**src/rtl/input_debouncer.sv**
```systemverilog
// Double-flop synchronizer plus per-channel stability counter for the traffic-light controller inputs.
// Defining DEBOUNCE_RISE_EN adds the one-cycle rise pulse output and its flops.
module input_debouncer #(
  parameter int N_IN      = 3,
  parameter int DB_CYCLES = 16,
  parameter int CNT_W     = 5
) (
  input  logic            clk,
  input  logic            reset,
  input  logic [N_IN-1:0] raw,
`ifdef DEBOUNCE_RISE_EN
  output logic [N_IN-1:0] clean,
  output logic [N_IN-1:0] rise
`else
  output logic [N_IN-1:0] clean
`endif
);

  localparam logic [CNT_W-1:0] CNT_MAX = CNT_W'(DB_CYCLES - 1);

  logic [N_IN-1:0]  s1;
  logic [N_IN-1:0]  s2;
  logic [CNT_W-1:0] cnt [N_IN];

  // A channel adopts the synchronized level only after DB_CYCLES straight disagreeing cycles.
  always_ff @(posedge clk) begin
    if (reset) begin
      s1    <= '0;
      s2    <= '0;
      clean <= '0;
      for (int i = 0; i < N_IN; i++) begin
        cnt[i] <= '0;
      end
    end else begin
      s1 <= raw;
      s2 <= s1;
      for (int i = 0; i < N_IN; i++) begin
        if (s2[i] == clean[i]) begin
          cnt[i] <= '0;
        end else if (cnt[i] == CNT_MAX) begin
          clean[i] <= s2[i];
          cnt[i]   <= '0;
        end else begin
          cnt[i] <= cnt[i] + 1'b1;
        end
      end
    end
  end

`ifdef DEBOUNCE_RISE_EN
  // Fires on exactly the edge where clean is about to go from 0 to 1.
  always_ff @(posedge clk) begin
    if (reset) begin
      rise <= '0;
    end else begin
      for (int i = 0; i < N_IN; i++) begin
        rise[i] <= s2[i] & ~clean[i] & (cnt[i] == CNT_MAX);
      end
    end
  end
`endif

endmodule

```
**config.mk**
```make
export PLATFORM = sky130hd
export DESIGN_NAME = input_debouncer
export DESIGN_NICKNAME = d
export VERILOG_FILES = /design/src/rtl/input_debouncer.sv
export SDC_FILE = /design/constraint.sdc
export NUM_CORES = 1
export LEC_CHECK = 0
export CORE_MARGIN = 2
export CORE_UTILIZATION = 38
export DETAILED_ROUTE_END_ITERATION = 8
export HOLD_SLACK_MARGIN = 0.1
export PLACE_DENSITY = 0.64
export RECOVER_POWER = 25
export SYNTH_ARGS = -nofsm -noshare
export SYNTH_HDL_FRONTEND = slang
export SYNTH_SLANG_ARGS = --single-unit
```
**constraint.sdc**
```tcl
create_clock -name clk -period 4.8 [get_ports clk]
set_input_delay 0.96 -clock clk [delete_from_list [all_inputs] [get_ports clk]]
set_output_delay 0.96 -clock clk [all_outputs]
set_load 0.01 [all_outputs]
```
==> impl_metrics.env <==
export IMPL_run_status="completed"
export IMPL_p_leak_nw=0.494
export IMPL_mostFrequentLayoutCells="18 x nor2_1, 15 x edfxtp_1, 15 x conb_1"
export IMPL_ys_ff_latch=24
export IMPL_rr_worst_depth=5
export IMPL_die_y_um=55.9
export IMPL_clkPwrFrac_pct=29.3
export IMPL_wirelength_um=1240
export IMPL_final_common_cell="nor2_1"
export IMPL_fin_ws_ps=2570
export IMPL_finalMaxSlewViolations=0
export IMPL_syn_area_per_cell_um2=12.3
export IMPL_vias=579
export IMPL_die_w_um=55.9
export IMPL_initial_core_util_pct=40.6
export IMPL_cpPeakStageDelay_ps=570
export IMPL_rr_endpoint="cnt[2][3]$_SDFFCE_PN0P_"
export IMPL_cp_arrival_ps=1270
export IMPL_min_delay_path_depth=1
export IMPL_cts_hold_buf=0
export IMPL_grt_pass1_vias=602
export IMPL_top_usage_layer="met2"
export IMPL_crit_buf_inv=1
export IMPL_power_switching_uw=70.3
export IMPL_rsz0062_at_grt="false"
export IMPL_die_area_um2=3130
export IMPL_drt_iter0_markers=2
export IMPL_place_ws_ps=2440
export IMPL_fin_skew_ps=7.79
export IMPL_ctsRootBufferMaster="clkbuf_4"
export IMPL_ioPinCount=8
export IMPL_grt_usage_pct=9.83
export IMPL_fillerInstances=237
export IMPL_fin_tns_setup_ps=0
export IMPL_reg2reg_from="cnt[2][0]$_SDFFCE_PN0P_"
export IMPL_cts_resized=0
export IMPL_grt_use_met3_pct=2.79
export IMPL_cp_startpoint="clean[1]$_SDFFE_PP0N_"
export IMPL_wl_per_cell_um=9.03
export IMPL_crit_cells=1
export IMPL_clk_transition_reported_paths_ps=130
export IMPL_clk_latency_ps=310
export IMPL_hp_class="reg -> reg"
export IMPL_core_area_um2=2520
export IMPL_p_int_uw=283
export IMPL_power_switching_share_pct=19.9
export IMPL_finalCritPeriodShare_pct=46.4
export IMPL_antenna_found_initial=0
export IMPL_drive_gt1_share_pct=6.54
export IMPL_cp_required_ps=3840
export IMPL_fin_nets=119
export IMPL_finalInstanceArea_um2=1210
export IMPL_whs_ps=448
export IMPL_hold_violations=0
export IMPL_grt_pass1_wl_um=2370
export IMPL_drc=0
export IMPL_end_kind="primary output"
export IMPL_dr_pass1_iters=2
export IMPL_use_met1_pct=12.6
export IMPL_clock_path_buffers=2
export IMPL_reg2reg_setup_slack_ps=3060
export IMPL_max_cap_viol_count=0
export IMPL_seqPwrFrac_pct=65.5
export IMPL_critPathKind="reg -> out"
export IMPL_crit_path_end="clean[1]"
export IMPL_ir_drop_uv=212
export IMPL_path_delay_family="buffers and inverters"
export IMPL_crit_chain="clkdlybuf4s50_1"
export IMPL_ys_seq_area_share_pct=61.5
export IMPL_synth_warning_count=0
export IMPL_area_growth_syn_to_layout_pct=18.1
export IMPL_fin_crit_ps=2230
export IMPL_setup_violations=0
export IMPL_detail_route_antenna_nets=0
export IMPL_grt_overflow_total=0
export IMPL_row_count=18
export IMPL_postCtsSetupRepairBufs=0
export IMPL_powerDensity_nw_per_um2=292
export IMPL_viasPerCell=4.23
export IMPL_clock_fmax_mhz=449
export IMPL_cts_buffers=3
export IMPL_startpoint_type="register"
export IMPL_cts_htree_levels=1
export IMPL_place_area_um2=1170
export IMPL_gr_usage_met2_pct=15.1
export IMPL_hp_start="s1[1]$_SDFF_PP0_"
export IMPL_p_comb_share_pct=5.3
export IMPL_synth_cell_types=14
export IMPL_clock_sinks=24
export IMPL_netlist_area_um2=1020
export IMPL_n_antenna_cell=0
export IMPL_port_buffers=7
export IMPL_slowest_stage="clkdlybuf4s50_1"
export IMPL_cp_max_fo=3
export IMPL_gp_congestion=0.627
export IMPL_tritoncts="done"
export IMPL_syn_instance_count=83
export IMPL_grt_max_degree=14
export IMPL_dpl_hpwl_um=957
export IMPL_finalPower_uw=353
## flip-flops by register name (all words and copies together), names as in the netlist
| signal | count |
|---|---|
| cnt | 15 |
| clean | 3 |
| s1 | 3 |
| s2 | 3 |
## worst min path at each step
stage	slack [ps]	end
6_report	450	s2[1]$_SDFF_PP0_
5_1_grt	480	s2[1]$_SDFF_PP0_
4_1_cts	460	s2[1]$_SDFF_PP0_
3_5_place_dp	440	s2[1]$_SDFF_PP0_
3_3_place_gp	420	s2[2]$_SDFF_PP0_
2_1_floorplan	410	s2[0]$_SDFF_PP0_
## power groups by stage
stage / Combinational, mW / Clock, mW / Sequential [mW]
4_1_cts: 0.0187 / 0.107 / 0.231
5_1_grt: 0.0220 / 0.117 / 0.232
3_5_place_dp: 0.0185 / 0 / 0.236
2_1_floorplan: 0.0141 / 0 / 0.235
6_report: 0.0185 / 0.103 / 0.231
3_3_place_gp: 0.0186 / 0 / 0.235
## cells in the mapped netlist
cell type  number  area, um2
edfxtp_1       15        450
conb_1          1       3.75
ha_1            6       75.1
or3_4           3       33.8
mux2i_1         3       30.0
dfxtp_1         9        180
xnor2_1         6       52.6
xor2_1          3       26.3
nor2_1         18       67.6
buf_6           1       11.3
nand3_1         3       15.0
nor2b_1         6       37.5
inv_1           6       22.5
and3_1          3       18.8
## per-layer routing
metal	wire length (um)	vias to the layer above
met5	0	-
met4	0	0
met3	40	0
met2	538	6
met1	659	264
li1	-	309
## through the flow
| stage | std cells | utilization (%) |
|---|---|---|
| after detailed placement | 133 | 46.5 |
| after floorplan | 97 | - |
| after CTS | 137 | 48.0 |
| after global routing | 137 | 48.0 |
| final | 137 | 48.0 |
| after global placement | 133 | 46.5 |
## worst register-to-register path: cells and delay by family, from the launching register on
| kind | cells | cell delay (ps) |
|---|---|---|
| simple gates | 3 | 710 |
| flops | 1 | 450 |
| fa+ha+maj | 2 | 450 |
## final cells by class
cell class / instances / area (um2) / share of cell area (%)
flip-flops and latches: 24 / 631 / 52.1
multi-input cells: 66 / 413 / 34.1
repair buffers: 7 / 70.1 / 5.79
well taps: 30 / 37.5 / 3.10
clock buffers: 4 / 36.3 / 3.00
inverters: 6 / 22.5 / 1.86
## logic make-up after synthesis
| family | Yosys count | share of synthesized area [%] |
|---|---|---|
| buffers and inverters | 7 | 3.30 |
| other | 1 | 0.366 |
| adders and majority gates | 6 | 7.33 |
| and+or+nand+nor | 33 | 16.8 |
| DFF | 24 | 61.5 |
| xor gates and xnor gates | 9 | 7.69 |
| muxes | 3 | 2.93 |
Power figures use the tool's default switching activity.
